--- src/rtl/serial_subtractor_pkg.sv ---
// rtl/serial_subtractor_pkg.sv - shared constants and state encoding for the bit-serial subtractor
//
// Purpose : state encoding and default operand width shared by the
//           serial_subtractor top and its testbench.
// Ports   : none (package).
package serial_subtractor_pkg;

  localparam int DEF_WIDTH = 8;

  typedef enum logic [1:0] {
    ST_IDLE = 2'd0,
    ST_RUN  = 2'd1,
    ST_DONE = 2'd2
  } state_e;

endpackage

--- src/rtl/serial_subtractor_full_subtractor1.sv ---
// rtl/serial_subtractor_full_subtractor1.sv - 1-bit full-subtractor cell built from gate primitives
//
// Purpose : combinational cell computing d = a - b - bi with borrow-out bo.
// Ports   : d  (out) difference bit
//           bo (out) borrow out
//           a  (in)  minuend bit
//           b  (in)  subtrahend bit
//           bi (in)  borrow in
module full_subtractor1 (
  output logic d,
  output logic bo,
  input  logic a,
  input  logic b,
  input  logic bi
);

  wire a_x_b;
  wire a_n;
  wire axb_n;
  wire brw_ab;
  wire brw_in;

  // d = a ^ b ^ bi
  xor g_x0 (a_x_b, a, b);
  xor g_x1 (d, a_x_b, bi);

  // bo = (~a & b) | (~(a ^ b) & bi)
  not g_n0 (a_n, a);
  not g_n1 (axb_n, a_x_b);
  and g_a0 (brw_ab, a_n, b);
  and g_a1 (brw_in, axb_n, bi);
  or  g_o0 (bo, brw_ab, brw_in);

endmodule

--- src/rtl/serial_subtractor.sv ---
// rtl/serial_subtractor.sv - bit-serial two's-complement subtractor with start/ready and valid/ack handshakes
//
// Purpose : computes D = A - B - BIN one bit per clock, LSB first, over
//           WIDTH cycles using a single full-subtractor cell and a borrow
//           flip-flop.
// Ports   : clk   (in)  clock, rising edge
//           rst   (in)  synchronous active-high reset
//           start (in)  begin operation, accepted only while ready
//           A     (in)  minuend, captured on accepted start
//           B     (in)  subtrahend, captured on accepted start
//           BIN   (in)  initial borrow, captured on accepted start
//           ready (out) high in IDLE
//           valid (out) high in DONE; D/BOUT/OVF meaningful
//           ack   (in)  consumer acknowledge, honoured in DONE only
//           D     (out) difference
//           BOUT  (out) final borrow out (unsigned A < B+BIN)
//           OVF   (out) signed overflow
module serial_subtractor
  import serial_subtractor_pkg::*;
#(
  parameter int WIDTH = DEF_WIDTH
) (
  input  logic             clk,
  input  logic             rst,
  input  logic             start,
  input  logic [WIDTH-1:0] A,
  input  logic [WIDTH-1:0] B,
  input  logic             BIN,
  output logic             ready,
  output logic             valid,
  input  logic             ack,
  output logic [WIDTH-1:0] D,
  output logic             BOUT,
  output logic             OVF
);

  localparam int                CNT_W    = $clog2(WIDTH);
  localparam logic [CNT_W-1:0] CNT_LAST = CNT_W'(WIDTH - 1);

  state_e             state_q;
  logic               ready_q;
  logic               valid_q;
  logic [WIDTH-1:0]   sa_q;
  logic [WIDTH-1:0]   sb_q;
  logic [WIDTH-1:0]   sd_q;
  logic [WIDTH-1:0]   sd_d;
  logic               borrow_q;
  logic [CNT_W-1:0]   cnt_q;
  logic               a_msb_q;
  logic               b_msb_q;
  logic [WIDTH-1:0]   d_q;
  logic               bout_q;
  logic               ovf_q;
  logic               ovf_d;

  logic               cell_d;
  logic               cell_bo;

  full_subtractor1 u_cell (
    .d  (cell_d),
    .bo (cell_bo),
    .a  (sa_q[0]),
    .b  (sb_q[0]),
    .bi (borrow_q)
  );

  // The new difference bit enters at the MSB, so after WIDTH shifts the
  // first (LSB) result bit has arrived at bit 0.
  always_comb begin
    sd_d  = {cell_d, sd_q[WIDTH-1:1]};
    // On the final edge cell_d is the result MSB; only the captured operand
    // sign bits matter, not whatever is left in the shift registers.
    ovf_d = (a_msb_q ^ b_msb_q) & (cell_d ^ a_msb_q);
  end

  always_ff @(posedge clk) begin
    if (rst) begin
      state_q  <= ST_IDLE;
      ready_q  <= 1'b1;
      valid_q  <= 1'b0;
      sa_q     <= '0;
      sb_q     <= '0;
      sd_q     <= '0;
      borrow_q <= 1'b0;
      cnt_q    <= '0;
      a_msb_q  <= 1'b0;
      b_msb_q  <= 1'b0;
      d_q      <= '0;
      bout_q   <= 1'b0;
      ovf_q    <= 1'b0;
    end else begin
      case (state_q)
        ST_IDLE: begin
          if (start) begin
            sa_q     <= A;
            sb_q     <= B;
            borrow_q <= BIN;
            a_msb_q  <= A[WIDTH-1];
            b_msb_q  <= B[WIDTH-1];
            cnt_q    <= '0;
            state_q  <= ST_RUN;
            ready_q  <= 1'b0;
          end
        end

        ST_RUN: begin
          sa_q     <= sa_q >> 1;
          sb_q     <= sb_q >> 1;
          sd_q     <= sd_d;
          borrow_q <= cell_bo;
          if (cnt_q == CNT_LAST) begin
            // Counter stops here; it is reloaded on the next accepted start.
            state_q <= ST_DONE;
            valid_q <= 1'b1;
            d_q     <= sd_d;
            bout_q  <= cell_bo;
            ovf_q   <= ovf_d;
          end else begin
            cnt_q <= cnt_q + CNT_W'(1);
          end
        end

        ST_DONE: begin
          // start is deliberately not looked at here, even alongside ack.
          if (ack) begin
            state_q <= ST_IDLE;
            valid_q <= 1'b0;
            ready_q <= 1'b1;
          end
        end

        default: begin
          state_q <= ST_IDLE;
          ready_q <= 1'b1;
          valid_q <= 1'b0;
        end
      endcase
    end
  end

  assign ready = ready_q;
  assign valid = valid_q;
  assign D     = d_q;
  assign BOUT  = bout_q;
  assign OVF   = ovf_q;

endmodule

--- config.mk ---
export PLATFORM = sky130hd
export DESIGN_NAME = serial_subtractor
export DESIGN_NICKNAME = d
export VERILOG_FILES = /design/src/rtl/serial_subtractor_pkg.sv /design/src/rtl/serial_subtractor_full_subtractor1.sv /design/src/rtl/serial_subtractor.sv
export SDC_FILE = /design/constraint.sdc
export NUM_CORES = 1
export LEC_CHECK = 0
export CAP_MARGIN = 20
export CORE_AREA = 2 2 76 78
export CTS_CLUSTER_SIZE = 10
export DETAILED_ROUTE_END_ITERATION = 8
export DIE_AREA = 0 0 78 80
export PLACE_DENSITY = 0.54
export SLEW_MARGIN = 20
export SYNTH_ARGS = -nofsm -noshare
export SYNTH_HDL_FRONTEND = slang
export SYNTH_SLANG_ARGS = --single-unit
--- constraint.sdc ---
create_clock -name clk -period 2.8 [get_ports clk]
set_input_delay 0.56 -clock clk [delete_from_list [all_inputs] [get_ports clk]]
set_output_delay 0.56 -clock clk [all_outputs]
set_load 0.01 [all_outputs]
==> results by group <==
Status
  – Status: complete, no violations

Drt
  – DRT Pass-1 Iters: 4
  – Vias per std cell: 4.71
  – Vias: 1460
  – Routed WL: 3840 um
  – Antenna viol nets, final: 0
  – DR DRC count: 0
  – WL/cell: 12.4 um
  – Drt first-iter violations: 82

Clock tree
  – PostCTS Resize Cnt: 0
  – Clk pin slew, worst setup/hold paths: 0.08 ns
  – Clock root buffer: clkbuf_8
  – CTS tree: done
  – Skew-Pair Late Insertion Delay: 0.29 ns
  – CTS buffer count: 5
  – Post CTS Setup Buffer Count: 0
  – CTS Sinks: 43
  – Clock buffer depth: 2
  – Hold Buf Count CTS: 0
  – H-tree level count: 2

STA
  – RSZ-0062 raised after global routing: no
  – Hold slack: 0.455 ns
  – Final worst-path cycle share: 0.619
  – Slew headroom: 0.659
  – Slew Viols, Final: 0
  – Final hold violations: 0
  – F_max: 577 MHz
  – Setup TNS: 0 ns
  – Least-Margin Pin Slew: 0.511 ns
  – Fin crit period: 1.73 ns
  – Final Skew: 0.00583 ns
  – # setup viols final: 0

Cells and area
  – Fin nets: 261
  – Most frequent cells in the layout: nand2_1 (54), dfxtp_1 (43), a21oi_1 (37)
  – Fill count: 576
  – Footprint of the multi-input gates: 866 um^2
  – Share of cells above drive strength 1: 0.0924
  – Most common cell after layout, fill and taps aside: nand2_1
  – Post-route cell area: 2240 um^2
  – Post-layout util: 0.414
  – N_diodes: 0
  – Reg area: 861 um^2
  – Layout area overhead: 21.4%

Floorplan
  – Starting Density: 0.341
  – I/O pin total: 33
  – Core Rows: 27
  – Std-Cell Core Area: 5410 um^2
  – Die area: 6240 um^2
  – Die width: 78 um
  – Die Y-Extent: 80 um

Critical path
  – Worst Path Max Fanout: 2
  – Worst EP arrival: 1.17 ns
  – Worst path cell trace: clkdlybuf4s50_1
  – CP Class: register to primary output
  – Startpoint Class: register
  – Kind of cell adding the most delay to the critical path: buffers and inverters
  – Largest stage delay, worst path: 0.54 ns
  – CP endpoint kind: primary output
  – Worst endpoint required time: 2.24 ns
  – Worst R2R Start: state_q[0]
  – Worst setup path startpoint: valid
  – Worst path slowest cell: clkdlybuf4s50_1
  – WP buf/inv: 1

Place
  – Global placer's final weighted congestion: 0.706
  – Hpwl dp: 2470 um
  – Port buffer count: 32
  – Dpl cell area: 2160 um^2

Flow run
  – MaxCap Viol Count: 0

Synthesis
  – Yosys cell types: 33
  – Post-Syn Nets: 236
  – Synth Flop Type: dfxtp_1
  – Post-synth EDFFs: 0
  – Synth Register Bits: 43
  – Syn. warnings: 0
  – Syn_area_per_cell: 8.69 um^2
  – Cell Area, Synth: 1840 um^2
  – Asr flop ratio synth: 0
  – Post-synthesis cell count: 212
  – Post-synthesis sequential area ratio: 0.467

Global routing
  – Gr usage total: 0.137
  – Largest net degree at the start of global routing: 44
  – Initial antenna violation count: 0
  – Aggregate global routing overflow: 0
  – Number of global-route vias before repair: 1429
  – Global-route wire length before repair: 6780 um

Hold path
  – Hold Path Class: register to register
  – Hold wc startpoint: sd_q[1]

Power
  – Lkg Pwr: 0.795 nW
  – Worst ir drop on vdd: 0.242 mV
  – Pwr Density: 529 nW/um^2
  – Total power: 1.18 mW
-- report_power, final --
group	switching, mW	total [mW]	internal, mW
logic	0.0790	0.149	0.0705
clock network	0.199	0.374	0.175
registers	0.0191	0.659	0.640
-- cells by family after synthesis --
logic type,Yosys count,share of synthesized area
adders and majority gates,3,0.0244
and+or+nand+nor,87,0.214
DFF,43,0.467
buffers and inverters,18,0.0631
muxes,1,0.00543
AOI/OAI and AO/OA,60,0.226
-- area by class of cell --
cell class	instances	share of cell area
multi-input combinational	151	0.387
sequential	43	0.385
timing repair buffer	33	0.147
tap	72	0.0403
clock buffer	7	0.0341
inverter	3	0.00503
clock inverter	1	0.00224
-- cell usage after synthesis (2+ instances only) --
master | instances | area (um^2)
nand2b_1 | 2 | 12.5
nand3b_1 | 4 | 30.0
a211oi_2 | 6 | 75.1
nand2_1 | 54 | 203
buf_6 | 4 | 45.0
a211oi_1 | 8 | 60.1
ha_1 | 2 | 25.0
a21oi_1 | 37 | 185
dfxtp_1 | 43 | 861
clkbuf_1 | 4 | 15.0
buf_2 | 3 | 15.0
buf_4 | 4 | 30.0
inv_1 | 3 | 11.3
nor2_1 | 19 | 71.3
-- final timing paths --
kind                            cells past startpoint       to  slack (ns)
worst max-delay path                                1    valid        1.07
worst min-delay path                                2     D[0]        0.45
worst max register to register                      3  sa_q[1]        1.18
worst min register to register                      2     D[0]        0.45
-- worst register-to-register path, stage by stage, from the launching register on --
cell,delay (ns)
dfxtp_1,0.65
and2b_2,0.51
a21oi_1,0.15
a211oi_1,0.25
-- stage by stage --
step	cells	worst slack, ns
after CTS	310	1.05
after global placement	302	0.830
after floorplan	212	1.43
after detailed placement	302	0.816
final	310	1.07
after global routing	310	1.02
-- flip-flops by register name, summed over array words and instances, names as in the netlist --
| signal | flops |
|---|---|
| valid | 1 |
| sd_q | 7 |
| OVF | 1 |
| cnt_q | 3 |
| sa_q | 8 |
| sb_q | 8 |
| b_msb_q | 1 |
| BOUT | 1 |
| D | 8 |
| state_q | 2 |
| borrow_q | 1 |
| ready | 1 |
| a_msb_q | 1 |
-- metal layers --
layer	GRT usage	part of all wire
met1	0.183	0.52
met2	0.211	0.43
met3	0.0385	0.039
met4	0.0526	0.017
met5	0	0
(Power assumes the default switching activity.)
==> variant (same flow settings) <==
Make the reset (`rst`) asynchronous in one clocked block. Comments in the files are not updated.
--- a/src/rtl/serial_subtractor.sv
+++ b/src/rtl/serial_subtractor.sv
@@ -74,5 +74,5 @@
   end
 
-  always_ff @(posedge clk) begin
+  always_ff @(posedge clk or posedge rst) begin
     if (rst) begin
       state_q  <= ST_IDLE;
Behaviour: differs if rst is asserted again (counterexample within 4 cycles, from zero or initial values and one cycle with rst high); with rst held inactive, the same outputs for 10 cycles.
==> variant against the original RTL <==
Synthesized area increased by 5.6%; sequential cell count unchanged; setup slack got worse by 0.17 ns; count of clock-buffer cells in the layout unchanged; final cell count decreased by 14%; final area increased by 6.0%; die area unchanged; routed wire length decreased by 10%.
Power is not compared: it rests on default switching activity, and its combinational part moved more than twofold at a synthesized area within 25%.
==> variant: results (changes against the original RTL) <==
Top cells by instance count after synthesis: sky130_fd_sc_hd__dfrtp_1, sky130_fd_sc_hd__nand2_1, sky130_fd_sc_hd__mux2i_1, sky130_fd_sc_hd__mux2_2, sky130_fd_sc_hd__o21ai_1
Final Skew: 0.00565 ns (-0.000177 ns)
Initial antenna violation count: 0 (unchanged)
Total CTS buffers: 5 (unchanged)
Cell class contributing the biggest share of worst-path delay: flip-flops
DR iter-0 viols: 34 (-59%)
Worst r2r path cells: 4 (+1)
Startpoint of the most critical register-to-register path: state_q[0]$_DFFE_PP0P_
CP Max Fanout: 2 (unchanged)
Layout cells sized above 1: 0.165 (+0.0725)
Clk buf depth: 2 (unchanged)
Count of inserted antenna diode cells: 0 (unchanged)
Via-to-Cell Ratio: 4.63 (-1.7%)
Post-Syn Nets: 184 (-22%)
Reg2Reg Setup Slack: 0.95 ns (-0.23 ns)
Pin count of the biggest net entering global routing: 44 (unchanged)
Root cell of the clock tree: sky130_fd_sc_hd__clkbuf_8
Post-synth top area share: 0.540 (+0.0731)
Data arrival at the endpoint of the critical path: 1.35 ns (+0.18 ns)
Final WL: 3450 um (-10%)
Hold crit path type: flip-flop to flip-flop
Portion of the post-synthesis area used by sequential elements: 0.554 (+0.0866)
Clock insertion delay at the later pin of the skew report: 0.29 ns (about the same)
Fraction of registers with async set or reset after synthesis: 1.00 (+1.00)
Critical Path Slowest Stage Cell: sky130_fd_sc_hd__dfstp_2
Slew at the pin with the worst max-slew slack: 0.551 ns (+0.0391 ns)
Ranking of synthesized cells by area: sky130_fd_sc_hd__dfrtp_1, sky130_fd_sc_hd__mux2i_1, sky130_fd_sc_hd__mux2_2
Final weighted congestion in routability-driven placement: 0.759 (+7.5%)
Switching Fraction: 0.332
Number of gates given a new drive strength after cts: 0 (unchanged)
Destination of the worst register-to-register timing path: sb_q[6]$_DFFE_PP0P_
Clock-pin slew reported for the worst setup and hold paths after clock tree synthesis: 0.08 ns (about the same)
Yosys cell types: 27 (-18%)
Fillers: 513 (-11%)
Wire length of the first global-routing pass: 6090 um (-10%)
H-tree Lvls: 2 (unchanged)
Top flip-flop cell by instance count after synthesis: sky130_fd_sc_hd__dfrtp_1
End point of the critical path: ready
Hold Startpoint: ready$_DFFE_PP1P_
Result of the run: finished clean
Vias in the first global route: 1412 (-1.2%)
Global-route usage over all layers: 0.126 (-0.0112)
Leak Pwr: 0.00111 uW
Nets@finish: 217 (-17%)
Highest ir drop seen on vdd: 0.365 mV
Source of the critical timing path: ready$_DFFE_PP1P_
Sum of net half-perimeters after detailed placement: 2500 um (+1.3%)
First drt pass iteration count: 3 (-1)
==> variant: logic make-up after synthesis <==
group           share of synthesized area
flops                               0.554
mux                                 0.190
simple gates                       0.0907
compound gates                     0.0778
buf+inv                            0.0649
fa+ha+maj                          0.0231
==> variant: worst min path at each step <==
stage                                      to  cells past startpoint
after CTS                   ready$_DFFE_PP1P_                      2
after global routing        ready$_DFFE_PP1P_                      2
final                       ready$_DFFE_PP1P_                      2
after global placement      ready$_DFFE_PP1P_                      2
after floorplan           sa_q[1]$_DFFE_PP0P_                      2
after detailed placement    ready$_DFFE_PP1P_                      2
==> variant: final cells by class <==
cell class | instances | area, um2 | area share
tap | 72 | 90.1 | 0.0380
clock inverter | 1 | 5.00 | 0.00211
timing repair buffer | 35 | 343 | 0.145
clock buffer | 7 | 76.3 | 0.0322
sequential | 43 | 1080 | 0.454
inverter | 9 | 33.8 | 0.0142
multi-input combinational | 99 | 746 | 0.315
==> variant: power groups by stage <==
stage                     Clock (uW)  Combinational (uW)  Sequential, uW
after floorplan                    0                 773            1080
after global placement             0                 975            1100
after detailed placement           0                1020            1120
after CTS                        395                1020            1110
after global routing             417                1110            1140
final                            371                 993            1100
==> variant: routing by layer <==
| metal | global-route usage | share of wire | wire [um] |
|---|---|---|---|
| met1 | 0.134 | 0.43 | 1470 |
| met2 | 0.236 | 0.52 | 1780 |
| met3 | 0.0396 | 0.044 | 150 |
| met4 | 0.0421 | 0.014 | 49 |
| met5 | 0 | 0 | 0 |
==> variant: per-stage QoR <==
stage	utilization	worst slack, ns	hold WS [ns]	cell area [um2]	std cells
after floorplan	-	1.24	0.455	1950	160
after global placement	0.424	0.910	0.459	2290	258
after detailed placement	0.424	0.836	0.459	2290	258
after CTS	0.439	0.863	0.472	2370	266
after global routing	0.439	0.785	0.493	2370	266
final	0.439	0.891	0.465	2370	266
